===== config.mk =====
export PLATFORM = sky130hd
export DESIGN_NAME = telemetry_uart_tx
export DESIGN_NICKNAME = d
export VERILOG_FILES = /design/src/rtl/telemetry_uart_tx.sv
export SDC_FILE = /design/constraint.sdc
export NUM_CORES = 1
export LEC_CHECK = 0
export ABC_AREA = 1
export BUFFER_PORTS_ARGS = -buffer_cell sky130_fd_sc_hd__buf_2
export CAP_MARGIN = 20
export CORE_ASPECT_RATIO = 1.2
export CORE_MARGIN = 2
export CORE_UTILIZATION = 60
export DETAILED_ROUTE_END_ITERATION = 8
export GPL_TIMING_DRIVEN = 0
export PLACE_DENSITY_LB_ADDON = 0.1
export SYNTH_ARGS = -nofsm -noshare
export SYNTH_HDL_FRONTEND = slang
export SYNTH_SLANG_ARGS = --single-unit
export TNS_END_PERCENT = 20

===== constraint.sdc =====
create_clock -name clk -period 5.2 [get_ports clk]
set_input_delay 0.26 -clock clk [delete_from_list [all_inputs] [get_ports clk]]
set_output_delay 0.26 -clock clk [all_outputs]
set_load 0.005 [all_outputs]

===== src/rtl/telemetry_uart_tx.sv =====
// telemetry_uart_tx: on a send request, snapshots the ride counter's nine
// ASCII digit fields and serialises one fixed 20-character line over 8N1 UART.
//
// Ports:
//   clk            system clock
//   reset_n        asynchronous active-low reset
//   send           frame request, sampled on posedge clk
//   mins/tens/ones ASCII time digits (M, S-tens, S-ones)
//   dist_*         ASCII distance digits (thousands .. ones)
//   speed_*        ASCII speed digits (tens, ones)
//   tx             UART line, idle high, driven from a flop
//   busy           high while a frame is in flight
//   frame_done     one-cycle pulse when the last stop bit completes
//   overrun        one-cycle pulse when a send arrives while busy
//
// Line layout: "T=M:SS D=dddd V=vv\r\n"

module telemetry_uart_tx #(
    parameter int CLKS_PER_BIT = 10417
) (
    input  logic       clk,
    input  logic       reset_n,
    input  logic       send,
    input  logic [6:0] mins,
    input  logic [6:0] tens,
    input  logic [6:0] ones,
    input  logic [6:0] dist_thousands,
    input  logic [6:0] dist_hundreds,
    input  logic [6:0] dist_tens,
    input  logic [6:0] dist_ones,
    input  logic [6:0] speed_tens,
    input  logic [6:0] speed_ones,
    output logic       tx,
    output logic       busy,
    output logic       frame_done,
    output logic       overrun
);

    localparam int BW = (CLKS_PER_BIT > 1) ? $clog2(CLKS_PER_BIT) : 1;
    localparam logic [BW-1:0] BAUD_LAST = BW'(CLKS_PER_BIT - 1);
    localparam logic [4:0]    LAST_CHAR = 5'd19;
    localparam logic [2:0]    LAST_BIT  = 3'd7;

    typedef enum logic [1:0] {
        IDLE  = 2'd0,
        START = 2'd1,
        DATA  = 2'd2,
        STOP  = 2'd3
    } state_t;

    state_t        state;
    state_t        state_d;
    logic [BW-1:0] baud;
    logic [BW-1:0] baud_d;
    logic [2:0]    bit_idx;
    logic [2:0]    bit_idx_d;
    logic [4:0]    char_idx;
    logic [4:0]    char_idx_d;
    logic          bit_done;
    logic          accept;
    logic          tx_d;
    logic          frame_done_d;
    logic          overrun_d;
    logic [6:0]    char7;
    logic [7:0]    char_byte;

    // Snapshot of the digit fields, frozen at the accepting edge
    logic [6:0] s_mins;
    logic [6:0] s_tens;
    logic [6:0] s_ones;
    logic [6:0] s_dth;
    logic [6:0] s_dhu;
    logic [6:0] s_dte;
    logic [6:0] s_don;
    logic [6:0] s_ste;
    logic [6:0] s_son;

    assign bit_done = (baud == BAUD_LAST);
    assign accept   = (state == IDLE) && send;

    // ------------------------------------------------------------------
    // State register (all sequential state lives here)
    // ------------------------------------------------------------------
    always_ff @(posedge clk or negedge reset_n) begin
        if (!reset_n) begin
            state      <= IDLE;
            baud       <= '0;
            bit_idx    <= '0;
            char_idx   <= '0;
            tx         <= 1'b1;
            frame_done <= 1'b0;
            overrun    <= 1'b0;
            s_mins     <= '0;
            s_tens     <= '0;
            s_ones     <= '0;
            s_dth      <= '0;
            s_dhu      <= '0;
            s_dte      <= '0;
            s_don      <= '0;
            s_ste      <= '0;
            s_son      <= '0;
        end else begin
            state      <= state_d;
            baud       <= baud_d;
            bit_idx    <= bit_idx_d;
            char_idx   <= char_idx_d;
            tx         <= tx_d;
            frame_done <= frame_done_d;
            overrun    <= overrun_d;
            if (accept) begin
                s_mins <= mins;
                s_tens <= tens;
                s_ones <= ones;
                s_dth  <= dist_thousands;
                s_dhu  <= dist_hundreds;
                s_dte  <= dist_tens;
                s_don  <= dist_ones;
                s_ste  <= speed_tens;
                s_son  <= speed_ones;
            end
        end
    end

    // ------------------------------------------------------------------
    // Next-state logic
    // ------------------------------------------------------------------
    always_comb begin
        state_d    = state;
        baud_d     = bit_done ? '0 : baud + 1'b1;
        bit_idx_d  = bit_idx;
        char_idx_d = char_idx;
        unique case (state)
            IDLE: begin
                // Baud counter parked at zero so START gets a full bit
                baud_d = '0;
                if (send) begin
                    state_d    = START;
                    bit_idx_d  = '0;
                    char_idx_d = '0;
                end
            end
            START: begin
                if (bit_done) begin
                    state_d   = DATA;
                    bit_idx_d = '0;
                end
            end
            DATA: begin
                if (bit_done) begin
                    if (bit_idx == LAST_BIT) begin
                        state_d = STOP;
                    end else begin
                        bit_idx_d = bit_idx + 1'b1;
                    end
                end
            end
            STOP: begin
                if (bit_done) begin
                    if (char_idx == LAST_CHAR) begin
                        state_d = IDLE;
                    end else begin
                        state_d    = START;
                        char_idx_d = char_idx + 1'b1;
                    end
                end
            end
            default: begin
                state_d = IDLE;
            end
        endcase
    end

    // ------------------------------------------------------------------
    // Character selection for the current char index
    // ------------------------------------------------------------------
    always_comb begin
        char7 = 7'h00;
        case (char_idx)
            5'd0:    char7 = 7'h54;  // 'T'
            5'd1:    char7 = 7'h3D;  // '='
            5'd2:    char7 = s_mins;
            5'd3:    char7 = 7'h3A;  // ':'
            5'd4:    char7 = s_tens;
            5'd5:    char7 = s_ones;
            5'd6:    char7 = 7'h20;  // ' '
            5'd7:    char7 = 7'h44;  // 'D'
            5'd8:    char7 = 7'h3D;
            5'd9:    char7 = s_dth;
            5'd10:   char7 = s_dhu;
            5'd11:   char7 = s_dte;
            5'd12:   char7 = s_don;
            5'd13:   char7 = 7'h20;
            5'd14:   char7 = 7'h56;  // 'V'
            5'd15:   char7 = 7'h3D;
            5'd16:   char7 = s_ste;
            5'd17:   char7 = s_son;
            5'd18:   char7 = 7'h0D;
            5'd19:   char7 = 7'h0A;
            default: char7 = 7'h00;
        endcase
        char_byte = {1'b0, char7};
    end

    // ------------------------------------------------------------------
    // Output logic. tx is precomputed from the next state and then
    // registered so the pin never sees combinational glitches.
    // ------------------------------------------------------------------
    always_comb begin
        busy         = (state != IDLE);
        overrun_d    = send && (state != IDLE);
        frame_done_d = (state == STOP) && bit_done
                       && (char_idx == LAST_CHAR);
        tx_d         = 1'b1;
        unique case (state_d)
            IDLE:    tx_d = 1'b1;
            START:   tx_d = 1'b0;
            DATA:    tx_d = char_byte[bit_idx_d];
            STOP:    tx_d = 1'b1;
            default: tx_d = 1'b1;
        endcase
    end

endmodule

# Word level (Yosys, flattened, before mapping)
# Index checks and enable logic that the tools add are counted.
word_totals:
  ff_bits: 90
  latch_bits: 0
  mem_bits_rw: 0
  romBits: 0
  inputBits: 66
  wordCells: 85
  mem_count: 0
classes:
  add_sub_neg: 3
  n_mul: 0
  n_div: 0
  order_cmp: 1
  n_eq_ne: 30
  n_shift: 0
  muxes: 22
  bitwise_logic: 0
  n_reduce_logical: 13
op_table:
  columns: ["cell", "count"]
  rows:
  - ["7-bit one-hot mux with 17 select lines", 1]
  - ["5-bit by 4-bit equality test with 1-bit output, second input constant", 8]
  - ["14-bit 2-to-1 mux", 2]
  - ["5-bit by 3-bit equality test with 1-bit output, second input constant", 4]
  - ["5-bit equality test, second input constant", 4]
  - ["5-bit 2-to-1 mux", 3]
  - ["14-bit by 1-bit adder with 14-bit output, second input constant", 1]
  - ["14-bit equality test, second input constant", 1]
  - ["3-bit 2-to-1 mux", 4]
  - ["5-bit by 2-bit equality test with 1-bit output, second input constant", 2]
  - ["2-bit 2-to-1 mux", 5]
  - ["5-bit one-hot mux with 2 select lines", 1]
  - ["3-bit one-hot mux with 3 select lines", 1]
  - ["2-bit equality test, second input constant", 4]
  - ["2-bit one-hot mux with 4 select lines", 1]
  - ["2-bit != test, second input constant", 3]
  - ["5-bit by 1-bit adder with 5-bit output, second input constant", 1]
  - ["5-bit by 1-bit equality test with 1-bit output, second input constant", 1]
  - ["5-bit logical NOT", 1]
  - ["2-bit by 1-bit equality test with 1-bit output, second input constant", 2]
  - ["1-bit logical AND", 4]
  - ["2-bit logical NOT", 2]
  - ["3-bit by 4-bit < comparator with 1-bit output, second input constant", 1]
  - ["4-bit AND reduction", 1]
  - ["8 further kinds", 11]

# Depth between registers and ports, before layout
logic_depth:
  word_depth: 7
  depth_mapped: 16
  mapped_depth_nobuf: 16

# Worst setup path after synthesis
# OpenSTA, ideal clock, no wires.
synth_path:
  path_type: "register to register"
  start: "reg baud[0]"
  end: "reg tx"
  setup_time_ps: 73
  t_arrival_ps: 1750
  t_required_ps: 5127
  slack_ps: 3377
  path_stages_with_launch: 14
  cell_sequence: "dfrtp_1 > inv_1 > ha_1 > nand2_1 > nor2_1 > nand2_1 > nand2_1 > nand3_1 > o21a_1 > inv_1 > ha_1 > o31a_1 > nand3_1 > a21oi_1"
synth_between:
  elab_chain_cells: 6
synth_lines:
  columns: ["item", "line_no", "source"]
  rows:
  - ["start, declared", "53", "logic [BW-1:0] baud;"]
  - ["start signal, assigned", "104", "baud <= baud_d;"]
  - ["14-bit equality test *", "78", "assign bit_done = (baud == BAUD_LAST);"]
  - ["2-bit 2-to-1 mux (on tied branches)", "158, 143, 149", null]
  - ["2-bit one-hot mux with 4 select lines *", "132", "unique case (state)"]
  - ["named net state_d[0]", "52", "state_t state_d;"]
  - ["2-bit equality test / 2-bit logical NOT (equally long branches)", "214", "unique case (state_d)"]
  - ["2-bit OR reduction (no line)", null, null]
  - ["1-bit one-hot mux with 3 select lines *", "214", null]
  - ["named net tx_d", "61", "logic tx_d;"]
  - ["end signal, assigned", "107", "tx <= tx_d;"]
  - ["end, declared", "33", "output logic tx,"]
# Mark *: on every way through the listed nets, which the timed path passes. The rest lies on a longest branch. The select of a mux whose other input is x is not followed.
# A chain may end at the register's enable or synchronous reset.

# Worst setup path after layout
layout_path:
  start: "reg char_idx[1]"
  end: "reg tx"
layout_between:
  elab_chain_cells: 7
layout_lines:
  columns: ["item", "line_no", "source"]
  rows:
  - ["start, declared", "57", "logic [4:0] char_idx;"]
  - ["start signal, assigned", "106", "char_idx <= char_idx_d;"]
  - ["parallel branches: the longest is 6 deep, another holds 7-bit one-hot mux with 17 select lines", null, null]
  - ["1-bit one-hot mux with 3 select lines *", "214", null]
  - ["named net tx_d", "61", null]
# Mark *: on every way through the listed nets, which the timed path passes. The select of a mux whose other input is x is not followed.

==> impl_metrics.csv <==
group,metric,value,unit
run_status,status,"completed",
clocking,clk_pin_slew,90,ps
layout,area_growth,15.5,%
layout,nets,823,
critical_path,critPathSlowestCell,"nor2_1",
detailed_routing,drc,0,
power_and_ir_drop,combinationalPowerShare,13.0,%
clocking,cts_tree,"yes",
sta,tns,0,ps
power_and_ir_drop,clkPwrFrac,33.7,%
global_routing,track_usage,30.0,%
critical_path,path_class,"reg -> reg",
critical_path,critPathArrivalTime,2640,ps
detailed_routing,avgRoutedWirePerCell,13.9,um
layout,layout_common_cells,"nand2_1 (324), dfrtp_1 (89), buf_2 (72), nor2_1 (71), inv_1 (48)",
floorplanning,start_util,61.7,%
sta,min_period_over_period,45.0,%
sta,setup_violations,0,
logic_synthesis,postSynthCellCount,665,
clocking,clock_path_buffers,2,
critical_path,cp.required,5500,ps
placement,gp_congestion,0.960,
global_routing,grt_pass1_wl,20.3,mm
logic_synthesis,synth_top_area_share,47.4,%
global_routing,grt_pass1_vias,4423,
power_and_ir_drop,share_seq_of_total_power,53.3,%
power_and_ir_drop,switching_share,27.9,%
floorplanning,dieArea,8560,um^2
power_and_ir_drop,peakVddDrop,0.212,mV
clocking,cts_resized,0,
critical_path,crit_buf_inv,1,
sta,slew_violations,0,
layout,final_core_util,71.2,%
clocking,cts_root_buffer,"clkbuf_8",
critical_path,r2r-start,"char_idx[1]$_DFFE_PN0P_",
logic_synthesis,yosys_warnings,0,
critical_path,crit_fanout,7,
floorplanning,die_width,84.8,um
logic_synthesis,synth_nets,741,
critical_path,critPathMaxStageDelay,480,ps
layout,antenna_cells,0,
critical_path,crit_family,"simple AND/OR/NAND/NOR gates",
placement,dpl.hpwl,8.87,mm
power_and_ir_drop,p_int,1.17,mW
detailed_routing,routed_wl,11.8,mm
clocking,clock_latency,370,ps
layout,instances_no_fill,844,
sta,maxSlewHeadroom,61.2,%
critical_path,worstSetupEndpointType,"flip-flop",
critical_path,crit_chain,"inv_1, ha_1, nand2_1, nor2_1, nand2_1, nand2_1, nor2_1, nand2_1, nor2_1, nand2_1, nand3_1, nand3_1, nand3_1, a21oi_1",
critical_path,critPathLaunchType,"flip-flop",
logic_synthesis,ys_ff_latch,90,
detailed_routing,num_vias,4495,
layout,drive_gt1_share,13.0,%
critical_path,cp-startpoint,"char_idx[1]$_DFFE_PN0P_",
logic_synthesis,synth_area_leader_cell,"dfrtp_1",
hold_path,min_path_type,"in -> reg",
floorplanning,coreArea,7620,um^2
global_routing,antenna_found_initial,0,
hold_path,min_path_cells,3,
critical_path,crit_top_cell,"nand2_1",
clocking,htree_levels,3,
placement,io_buffer_count,69,
logic_synthesis,netlist_area,4700,um^2
critical_path,cp.depth,14,
power_and_ir_drop,p_switching,0.453,mW
hold_path,hp-start,"speed_ones[2]",
sta,max_freq,427,MHz
floorplanning,ios,70,
logic_synthesis,synth.avg_cell_area,7.07,um^2
sta,rsz0062_at_grt,"false",
floorplanning,die_h,101,um
detailed_routing,via_per_inst,5.33,
power_and_ir_drop,p_leak,3.00,nW
power_and_ir_drop,p_total,1.63,mW
sta,worstMarginPinSlew,579,ps
detailed_routing,first_pass_iters,5,
critical_path,reg2reg_depth,14,
sta,finClkSkew,10.8,ps
detailed_routing,ant_nets,0,
sta,hold_viol,0,
logic_synthesis,synth.area.top_cells,"dfrtp_1 (47%), nand2_1 (26%), nor2_1 (5.7%)",
floorplanning,rows,35,
clocking,cts_sinks,90,
sta,fin_crit,2340,ps
global_routing,grt_overflow,0,
layout,final_common_cell,"nand2_1",
logic_synthesis,synth_cell_types,29,
power_and_ir_drop,powerDensity,300,nW/um^2
logic_synthesis,ys_seq_area_share,47.9,%
clocking,cts_buffers,9,
detailed_routing,drt_iter0_markers,277,
placement,dp_cells,827,
global_routing,grt_max_degree,61,
run,drv_cap,0,
==> power by group through the flow <==
stage	clock network (mW)	registers, mW	logic (mW)
final	0.548	0.867	0.212
after global routing	0.585	0.878	0.252
after CTS	0.553	0.866	0.213
after detailed placement	0	0.879	0.211
after global placement	0	0.876	0.200
after floorplan	0	0.858	0.142
==> registers in the layout (all words and copies together), names as in the netlist <==
| register | flops |
|---|---|
| s_son | 7 |
| overrun | 1 |
| baud | 14 |
| s_ones | 7 |
| s_mins | 7 |
| s_dhu | 7 |
| state | 2 |
| s_dte | 7 |
| tx | 1 |
| char_idx | 5 |
| bit_idx | 3 |
| s_tens | 7 |
| s_dth | 7 |
| s_ste | 7 |
| s_don | 7 |
| frame_done | 1 |
==> cell usage after synthesis <==
library cell / number
nor3_2: 1
nand4_1: 6
o21ai_1: 1
inv_2: 4
and3_1: 1
o21a_1: 1
o211ai_1: 1
o31a_1: 1
o21ai_0: 16
nor2_2: 1
o22ai_1: 1
buf_6: 1
dfstp_2: 1
nand3_1: 40
a21oi_4: 1
nor3_1: 9
a21oi_1: 16
inv_1: 48
nor3b_1: 1
a31oi_1: 2
buf_2: 4
o31ai_1: 2
nand2_1: 324
xnor2_1: 1
nor2_1: 71
xor2_1: 2
clkbuf_1: 9
dfrtp_1: 89
ha_1: 10
==> per-stage QoR <==
step / instance area [um^2] / hold WS (ps) / worst slack, ps
floorplan: 4700 / -35.6 / 3380
global placement: 5160 / 455 / 2960
detailed placement: 5190 / 223 / 2910
CTS: 5430 / 79.8 / 2880
global route: 5430 / 73.8 / 2600
finish: 5430 / 83.3 / 2860
==> layout make-up <==
cell class | count | area, um^2
clock buffer | 11 | 141
sequential | 90 | 2250
multi-input combinational | 509 | 2190
fill | 662 | 2190
timing repair buffer | 71 | 385
clock inverter | 5 | 85.1
inverter | 52 | 195
buffer | 14 | 65.1
tap | 92 | 115
==> final timing paths <==
check,end,slack (ps)
worst min-delay path,s_son[2]$_DFFE_PN0P_,80
worst min register to register,s_dth[3]$_DFFE_PN0P_,480
worst max-delay path,tx$_DFF_PN1_,2860
min in group asynchronous,baud[5]$_DFF_PN0_,370
max in group asynchronous,tx$_DFF_PN1_,4170
worst max register to register,tx$_DFF_PN1_,2860
==> routing by layer <==
metal | wire length [um] | global-route usage (%) | vias up
met5 | 0 | 0 | -
li1 | - | - | 2233
met2 | 6000 | 53.1 | 147
met4 | 326 | 11.4 | 0
met1 | 4930 | 36.6 | 2085
met3 | 505 | 5.16 | 30
==> cell families after synthesis <==
logic type	count (synthesis)	share of synthesized area, %
flops	90	48.0
buf+inv	66	5.54
fa+ha+maj	10	2.66
xor+xnor	3	0.559
simple gates	454	38.2
compound gates	42	5.09
==> timing repair <==
action	in CTS	in global routing
setup buffers	0	0
endpoints found under the hold margin	30	0
hold buffers	1	0
==> worst min-delay path, stage by stage <==
cell	delay [ps]
buf_2	70
nand2_1	40
nand2_1	50
Note: power is estimated with default switching activity, not from simulation.
